--- src/rtl/note_scheduler_pkg.sv ---
// Shared constants and types for the note scheduler: note/octave/length widths,
// song ROM entry layout and the sequencer state encoding.
package note_scheduler_pkg;

    localparam int NOTE_BITS   = 4;
    localparam int OCTAVE_BITS = 2;
    localparam int LENGTH_BITS = 3;
    localparam int ENTRY_BITS  = OCTAVE_BITS + NOTE_BITS + LENGTH_BITS;

    // ROM entry is {octave, note, length}, length in the LSBs
    localparam int LEN_LSB  = 0;
    localparam int NOTE_LSB = LEN_LSB + LENGTH_BITS;
    localparam int OCT_LSB  = NOTE_LSB + NOTE_BITS;

    localparam logic [NOTE_BITS-1:0] REST_NOTE = '0;

    typedef struct packed {
        logic [OCTAVE_BITS-1:0] octave;
        logic [NOTE_BITS-1:0]   note;
        logic [LENGTH_BITS-1:0] length;
    } song_entry_t;

    typedef enum logic [2:0] {
        S_IDLE,
        S_FETCH,
        S_LOAD,
        S_PLAY,
        S_GAP,
        S_DONE
    } state_t;

endpackage

--- src/rtl/note_scheduler_tick_counter.sv ---
// Loadable down-counter with enable and zero flag; times both note length and
// the inter-note gap. Holds at zero rather than wrapping.
module tick_counter #(
    parameter int W = 5
) (
    input  logic         clk,
    input  logic         rst,
    input  logic         load,
    input  logic [W-1:0] load_val,
    input  logic         en,
    output logic         zero
);

    logic [W-1:0] cnt;

    always_ff @(posedge clk) begin
        if (rst)
            cnt <= '0;
        else if (load)
            cnt <= load_val;
        else if (en && cnt != '0)
            cnt <= cnt - W'(1);
    end

    assign zero = (cnt == '0);

endmodule

--- src/rtl/note_scheduler.sv ---
// Owns the tone generator's note input: passes live keys through in free play,
// or sequences a song from a synchronous ROM with fixed gaps in autoplay.
module note_scheduler
    import note_scheduler_pkg::*;
#(
    parameter  int TICKS_PER_UNIT = 4,
    parameter  int GAP_TICKS      = 2,
    parameter  int SONG_DEPTH     = 8,
    localparam int ADDR_BITS      = $clog2(SONG_DEPTH)
) (
    input  logic                   clk,
    input  logic                   rst,
    input  logic                   mode,
    input  logic                   start,
    input  logic                   pause,
    input  logic                   live_valid,
    input  logic [OCTAVE_BITS-1:0] live_octave,
    input  logic [NOTE_BITS-1:0]   live_note,
    output logic [ADDR_BITS-1:0]   rom_addr,
    input  logic [ENTRY_BITS-1:0]  rom_data,
    output logic                   out_valid,
    output logic [OCTAVE_BITS-1:0] out_octave,
    output logic [NOTE_BITS-1:0]   out_note,
    output logic                   busy,
    output logic                   done
);

    localparam int CNT_W =
        $clog2(((1 << LENGTH_BITS) - 1) * TICKS_PER_UNIT + GAP_TICKS + 1);
    localparam logic [CNT_W-1:0]     TPU       = CNT_W'(TICKS_PER_UNIT);
    localparam logic [CNT_W-1:0]     GAP_LD    = CNT_W'((GAP_TICKS > 0) ? GAP_TICKS - 1 : 0);
    localparam logic [ADDR_BITS-1:0] LAST_ADDR = ADDR_BITS'(SONG_DEPTH - 1);

    state_t               state;
    song_entry_t          ent;
    logic                 cnt_zero, cnt_load, cnt_en, aborting, is_last;
    logic [CNT_W-1:0]     cnt_val;
    state_t               adv_state;
    logic [ADDR_BITS-1:0] adv_addr;

    assign ent      = song_entry_t'(rom_data);
    assign aborting = !mode && state != S_IDLE && state != S_DONE;

    // Last entry ends the song; the address never wraps back to 0.
    assign is_last   = (rom_addr == LAST_ADDR);
    assign adv_state = is_last ? S_DONE : S_FETCH;
    assign adv_addr  = is_last ? rom_addr : rom_addr + ADDR_BITS'(1);

    assign cnt_load = mode && ((state == S_LOAD && ent.length != '0) ||
                               (state == S_PLAY && cnt_zero && !pause && GAP_TICKS > 0));
    assign cnt_val  = (state == S_LOAD) ? CNT_W'(ent.length) * TPU - CNT_W'(1) : GAP_LD;
    assign cnt_en   = !pause && (state == S_PLAY || state == S_GAP);

    tick_counter #(.W(CNT_W)) u_tick (
        .clk      (clk),
        .rst      (rst),
        .load     (cnt_load),
        .load_val (cnt_val),
        .en       (cnt_en),
        .zero     (cnt_zero)
    );

    always_ff @(posedge clk) begin
        if (rst) begin
            state      <= S_IDLE;
            rom_addr   <= '0;
            out_valid  <= 1'b0;
            out_octave <= '0;
            out_note   <= '0;
            busy       <= 1'b0;
            done       <= 1'b0;
        end else begin
            done <= 1'b0;
            if (aborting) begin
                state     <= S_DONE;
                out_valid <= 1'b0;
            end else begin
                case (state)
                    S_IDLE: begin
                        if (!mode) begin
                            out_valid  <= live_valid;
                            out_octave <= live_octave;
                            out_note   <= live_note;
                        end else begin
                            out_valid <= 1'b0;
                            if (start) begin
                                rom_addr <= '0;
                                busy     <= 1'b1;
                                state    <= S_FETCH;
                            end
                        end
                    end
                    S_FETCH: state <= S_LOAD;
                    S_LOAD: begin
                        if (ent.length == '0) begin
                            state <= S_DONE;
                        end else begin
                            out_octave <= ent.octave;
                            out_note   <= ent.note;
                            out_valid  <= (ent.note != REST_NOTE);
                            state      <= S_PLAY;
                        end
                    end
                    S_PLAY: begin
                        if (cnt_zero && !pause) begin
                            out_valid <= 1'b0;
                            if (GAP_TICKS > 0) begin
                                state <= S_GAP;
                            end else begin
                                state    <= adv_state;
                                rom_addr <= adv_addr;
                            end
                        end
                    end
                    S_GAP: begin
                        if (cnt_zero && !pause) begin
                            state    <= adv_state;
                            rom_addr <= adv_addr;
                        end
                    end
                    S_DONE: begin
                        done  <= 1'b1;
                        busy  <= 1'b0;
                        state <= S_IDLE;
                    end
                    default: state <= S_IDLE;
                endcase
            end
        end
    end

endmodule

--- config.mk ---
export PLATFORM = sky130hd
export DESIGN_NAME = note_scheduler
export DESIGN_NICKNAME = d
export VERILOG_FILES = /design/src/rtl/note_scheduler_pkg.sv /design/src/rtl/note_scheduler_tick_counter.sv /design/src/rtl/note_scheduler.sv
export SDC_FILE = /design/constraint.sdc
export NUM_CORES = 1
export LEC_CHECK = 0
export BUFFER_PORTS_ARGS = -buffer_cell sky130_fd_sc_hd__buf_2
export CORE_MARGIN = 10
export CORE_UTILIZATION = 52
export DETAILED_ROUTE_END_ITERATION = 12
export PLACE_DENSITY = 0.79
export SYNTH_ARGS = -nofsm -noshare
export SYNTH_HDL_FRONTEND = slang
export SYNTH_SLANG_ARGS = --single-unit
--- constraint.sdc ---
create_clock -name clk -period 5.7 [get_ports clk]
set_input_delay 1.14 -clock clk [delete_from_list [all_inputs] [get_ports clk]]
set_output_delay 1.14 -clock clk [all_outputs]
set_load 0.02 [all_outputs]
## Yosys cells after proc, flatten, opt, wreduce, memory -nomap -nowiden

Cells that the tools add are included.

| operators by class | value |
|---|---|
| equal/unequal tests | 18 |
| mux-type cells | 30 |
| bitwise gates (word level) | 1 |
| reductions and logical operators | 32 |
| $add $sub $neg | 3 |

Operators by type and width:

| operator | number |
|---|---|
| 3-bit two-way mux | 11 |
| 4-bit AND reduction | 4 |
| 5-bit two-way mux | 3 |
| 3-bit case mux with 5 select lines | 1 |
| 2-bit inequality test (second input constant) | 5 |
| 5-bit by 1-bit subtractor with 5-bit output (second input constant) | 2 |
| 3-bit equality test (second input constant) | 3 |
| 1-bit logical AND | 9 |
| 3-bit inequality test (second input constant) | 3 |
| 3-bit nonzero test | 3 |
| 4-bit two-way mux | 2 |
| 4-bit case mux with 2 select lines | 1 |
| 2-bit nonzero test | 4 |
| 3-bit by 2-bit equality test with 1-bit output (second input constant) | 2 |
| 3-bit logical NOT | 2 |
| 1-bit two-way mux | 6 |
| 3-bit by 2-bit inequality test with 1-bit output (second input constant) | 2 |
| 3-bit case mux with 2 select lines | 1 |
| 6-bit AND reduction | 1 |
| 5-bit logical NOT | 1 |
| 5-bit nonzero test | 1 |
| 2-bit two-way mux | 2 |
| 2-bit by 1-bit inequality test with 1-bit output (second input constant) | 2 |
| 2-bit case mux with 2 select lines | 1 |
| 10 further kinds | 12 |

| storage, ports and cells | value |
|---|---|
| register bits after elaboration | 20 |
| output and inout bits | 12 |
| word-level logic and storage cells | 93 |
| input port bits | 21 |

## Logic depth before layout (Yosys ltp)

| logic depth | value |
|---|---|
| depth after elaboration | 6 |
| depth in mapped cells | 8 |
| gate-level depth less buffers | 6 |

## Modules after synthesis

From an unflattened synthesis, not the netlist that was laid out.

| unflattened totals | value |
|---|---|
| cells, all modules | 158 |
| area total of the unflattened synthesis | 1296.2 sq um |

Modules (own cells, without submodules):

| module | instances | seq. area each (sq um) | cells each | area each (sq um) |
|---|---|---|---|---|
| note_scheduler | 1 | 300.3 | 121 | 969.7 |
| tick_counter | 1 | 100.1 | 37 | 326.6 |

## Least setup slack after synthesis

OpenSTA, ideal clock, no wires.

| path | value |
|---|---|
| kind | in2reg |
| start | in rom_data[0] |
| end | reg u_tick.cnt[4] |
| arrival time | 2.557 ns |
| slack | 3.073 ns |
| buffers on the path | 1 |
| library setup time | 0.070 ns |
| cell stages on the path | 7 |
| data required time | 5.630 ns |
| cells stage by stage | inv_1 ha_1 nor2b_1 or3_1 buf_2 or4_1 a21oi_1 |

| on the way | value |
|---|---|
| cells in the longest elaborated chain, start to end | 5 |
| elaborated cells on any way between the ends | 8 |
| classes of those cells | add/sub: 1; mux: 2; reduce/logical: 5 |

Ends and longest elaborated chain:

| what | RTL line | RTL |
|---|---|---|
| from (decl) | note_scheduler.sv:20 | `input logic [ENTRY_BITS-1:0] rom_data,` |
| branches (longest 5 deep; another with 5-bit by 1-bit subtractor with 5-bit output) | n/a |  |
| to (signal assigned) | note_scheduler_tick_counter.sv:20 | `cnt <= load_val;` |
| to (signal assigned) | note_scheduler_tick_counter.sv:22 | `cnt <= cnt - W'(1);` |
| to (decl) | note_scheduler_tick_counter.sv:14 | `logic [W-1:0] cnt;` |

Parallel ways; which one is timed is not known.
A chain may end at the register's enable or synchronous reset.

## Final worst setup path

| path | value |
|---|---|
| start | in rom_data[0] |
| end | reg out_note[2] |

| on the way | value |
|---|---|
| cells in the longest elaborated chain, start to end | 3 |

Ends and longest elaborated chain:

| what | RTL line | RTL |
|---|---|---|
| 3-bit logical NOT | note_scheduler.sv:95 | `if (ent.length == '0) begin` |
| 2-bit inequality test (no source line) | n/a |  |
| 4-bit AND reduction (no source line) | n/a |  |
| to (signal assigned) | note_scheduler.sv:83 | `out_note <= live_note;` |
| to (signal assigned) | note_scheduler.sv:99 | `out_note <= ent.note;` |
| to (decl) | note_scheduler.sv:23 | `output logic [NOTE_BITS-1:0] out_note,` |

No other way between the ends.

==> qor.log <==
INFO  sta            final_hold_viol_count=0
INFO  critical_path  worst_ep_required=5.92ns
INFO  floorplan      placementRows=17
INFO  synth          yosys_warnings=0
INFO  sta            final_min_period_over_clock_period=49.1%
INFO  global_route   grt_max_degree=21
INFO  cells_and_area layout_commonest_cell=sky130_fd_sc_hd__buf_2
INFO  critical_path  worstSetupPathType=input port to flop
INFO  drt            wirelength=3300um
INFO  run            maxCapViolCount=0
INFO  placed_design  port_buffers=32
INFO  global_route   grt_pass1_wl=5510um
INFO  synth          synthDominantCellAreaShare=31.2%
INFO  placed_design  detailedPlace.worstSlack=2.62ns
INFO  hold_path      worst_hold_path.num_cells=2
INFO  drt            routed_via_density=5.98
INFO  cells_and_area n_antenna_cell=0
INFO  floorplan      floorplan.die.width=69.7um
INFO  placed_design  hpwl=2480um
INFO  critical_path  slack_of_the_worst_reg_to_reg_path=3.40ns
INFO  synth          syn_area_cell=8.38squm
INFO  power_and_ir_drop power-per-cell-area=450nW/um^2
INFO  power_and_ir_drop p_total=0.649mW
INFO  synth          post_synth_instance_area=1280squm
INFO  critical_path  cp-end-kind=flop
INFO  synth          syn_nets=179
INFO  placed_design  routability_driven_placement_congestion_ratio=0.853
INFO  hold_path      hold_wc_startpoint=out_note[0]$_SDFFE_PP0P_
INFO  cells_and_area final_cell_mix=sky130_fd_sc_hd__buf_2, sky130_fd_sc_hd__dfxtp_1, sky130_fd_sc_hd__a21oi_1
INFO  synth          netlist_instances=153
INFO  critical_path  worst-r2r-cell-count=6
INFO  sta            report.final.setup_viol=0
INFO  placed_design  place_inst=201
INFO  synth          async_reset_ff_share=0%
INFO  cts            post_cts.resized_instances=0
INFO  sta            setup_ws_post_layout=2.90ns
INFO  cells_and_area final_net_count=204
INFO  sta            final_period_minus_worst_setup_slack=2.80ns
INFO  cells_and_area fraction_of_layout_instances_using_a_drive_strength_above_1=23.2%
INFO  floorplan      die-height=69.7um
INFO  floorplan      floorplan.initialDensity=56.3%
INFO  cts            clockRootBuffer=sky130_fd_sc_hd__clkbuf_4
INFO  floorplan      boundaryPins=33
INFO  floorplan      floorplan_die_area=4850squm
INFO  drt            routed-via-count=1,226
INFO  synth          synth_area_leaders=sky130_fd_sc_hd__dfxtp_1, sky130_fd_sc_hd__mux2i_1, sky130_fd_sc_hd__ha_1
INFO  critical_path  start_kind=input port
INFO  power_and_ir_drop vdd_drop_max=0.367mV
INFO  global_route   number_of_global_route_vias_before_repair=1,197
INFO  cells_and_area final_cell_count_no_fill=205
INFO  cts            post_cts_buffers=0
INFO  synth          synth.yosys.seq_area_share=31.2%
INFO  synth          synth_enable_flop_cells=0
INFO  synth          post_synth_num_cell_types=46
INFO  cts            tritoncts=built
INFO  critical_path  cp_data_arrival_time=3.02ns
INFO  cts            cts_sinks=20
INFO  global_route   grt_antenna_before_repair=0
INFO  synth          synth-main-ff-cell=sky130_fd_sc_hd__dfxtp_1
INFO  drt            route.detailed.wl_per_inst=16.1um
INFO  cts            total_clock_buffers_created_by_cts=3
INFO  sta            worst_pin_slew=1.21ns
INFO  drt            first_pass_iters=4
INFO  sta            timing.fmax=357MHz
INFO  floorplan      core_area=2280squm
INFO  global_route   gr-total-overflow=0
INFO  sta            fin_tns_setup=0ns
INFO  sta            max_slew_headroom=18.2%
INFO  critical_path  timing.critical_path.slowest_stage_cell=sky130_fd_sc_hd__o21ai_0
INFO  cts            insertion_delay=0.31ns
INFO  cts            cts_htree_levels=1
INFO  critical_path  critical_path.reg2reg.endpoint=u_tick.cnt[2]$_SDFFE_PP0P_
INFO  critical_path  worstPathCellList=buf_2, inv_1, ha_1, nor2b_1, o21ai_0, a21oi_1, a311oi_1
INFO  global_route   global_route.usage.total=12.9%
INFO  critical_path  worstReg2RegStart=u_tick.cnt[0]$_SDFFE_PP0P_
INFO  run_status     status=complete, no violations
INFO  drt            drt_drc_violations_left=0
INFO  hold_path      hold_path.class=flop to flop
INFO  hold_path      hold_end=out_note[0]$_SDFFE_PP0P_
INFO  critical_path  timing.critical_path.slowest_cell_delay=0.95ns
INFO  drt            violation_count_after_the_first_detailed_route_iteration=42
INFO  cells_and_area layout-area-overhead-vs-synth=12.3%
INFO  sta            worst_clock_skew=0.00530ns
INFO  cts            ctsLongestPathBuffers=2
INFO  cts            clk_pin_slew=0.12ns
INFO  sta            slew_violations=0
INFO  cells_and_area post-route-util=63.3%
INFO  critical_path  critical_path_peak_fanout=12
INFO  synth          synth_largest_area_cell=sky130_fd_sc_hd__dfxtp_1
INFO  power_and_ir_drop total_leakage_power=0.617nW
INFO  synth          synth_seq_cells=20
INFO  cts            holdBufCountCts=0
INFO  drt            antenna_left=0
INFO  sta            rsz0062_at_grt=false
[logic make-up (layout without fill, tap and decap cells)]
group                    count (synthesis)  in the layout  share of synthesized area [%]
multiplexers                             8              8                           6.34
AND/OR/NAND/NOR                         46             46                           20.5
adder cells (fa/ha/maj)                  5              5                           4.88
XOR/XNOR                                 4              4                           2.73
flip-flops                              20             20                           31.2
AO/OA/AOI/OAI                           48             48                           25.7
buffers and inverters                   22             46                           8.68
[where the power goes]
part / leakage, nW / total, mW / switching [mW] / internal (mW)
Sequential: 0.164 / 0.238 / 0.0584 / 0.180
Clock: 0.0210 / 0.0872 / 0.0481 / 0.0390
Combinational: 0.433 / 0.323 / 0.187 / 0.136
[worst max path at each step]
| stage | startpoint | end | cells past startpoint |
|---|---|---|---|
| final | rom_data[0] | out_note[2]$_SDFFE_PP0P_ | 7 |
| after global routing | rom_data[0] | out_octave[1]$_SDFFE_PP0P_ | 7 |
| after CTS | rom_data[0] | out_note[3]$_SDFFE_PP0P_ | 7 |
| after detailed placement | rom_data[0] | out_note[3]$_SDFFE_PP0P_ | 7 |
| after global placement | rom_data[0] | out_note[3]$_SDFFE_PP0P_ | 7 |
| after floorplan | rom_data[0] | u_tick.cnt[4]$_SDFFE_PP0P_ | 7 |
[area by class of cell]
| class | instances | area, sq um |
|---|---|---|
| inverters | 10 | 37.5 |
| fillers | 219 | 836 |
| clock buffers | 4 | 36.3 |
| well taps | 28 | 35.0 |
| repair buffers | 32 | 160 |
| flip-flops and latches | 20 | 400 |
| multi-input cells | 111 | 771 |
[metrics by stage]
stage,hold slack [ns],cell area [sq um]
after CTS,0.536,1440
after floorplan,0.501,1280
final,0.533,1440
after global routing,0.564,1440
after detailed placement,0.516,1400
after global placement,0.503,1400
[worst max-delay path: cells and delay by family]
family / cells / cell delay, ns
buffers and inverters: 2 / 0.12
AOI/OAI and AO/OA: 3 / 1.42
and+or+nand+nor: 1 / 0.15
adders and majority gates: 1 / 0.20
[flip-flops by register name, indices dropped and copies added, names as in the netlist]
register,cells
busy,1
state,3
rom_addr,3
done,1
u_tick.cnt,5
out_note,4
out_octave,2
out_valid,1
[synth_stat cells, types with 2 or more instances]
library cell	number
sky130_fd_sc_hd__nor2_1	6
sky130_fd_sc_hd__nand2_1	9
sky130_fd_sc_hd__nand2b_1	3
sky130_fd_sc_hd__mux2i_1	7
sky130_fd_sc_hd__nand3_1	2
sky130_fd_sc_hd__inv_1	10
sky130_fd_sc_hd__a31oi_1	3
sky130_fd_sc_hd__o31ai_1	2
sky130_fd_sc_hd__or2_2	2
sky130_fd_sc_hd__nor3b_1	2
sky130_fd_sc_hd__dfxtp_1	20
sky130_fd_sc_hd__a21oi_1	12
sky130_fd_sc_hd__o21ai_0	8
sky130_fd_sc_hd__xnor2_1	3
sky130_fd_sc_hd__buf_6	3
sky130_fd_sc_hd__a21o_1	2
sky130_fd_sc_hd__nor3_1	7
sky130_fd_sc_hd__nor2b_1	4
sky130_fd_sc_hd__buf_2	2
sky130_fd_sc_hd__ha_1	5
sky130_fd_sc_hd__nor4_1	2
sky130_fd_sc_hd__o31a_1	2
sky130_fd_sc_hd__or4_1	2
sky130_fd_sc_hd__a32o_1	2
sky130_fd_sc_hd__clkbuf_1	6
sky130_fd_sc_hd__a311oi_1	7
[metal layers]
layer  wire (um)  GRT usage, %
met4          38          3.91
met3         283          4.99
met5           0             0
met2        1480          20.6
met1        1500          15.5
Note: power is estimated with default switching activity, not from simulation.
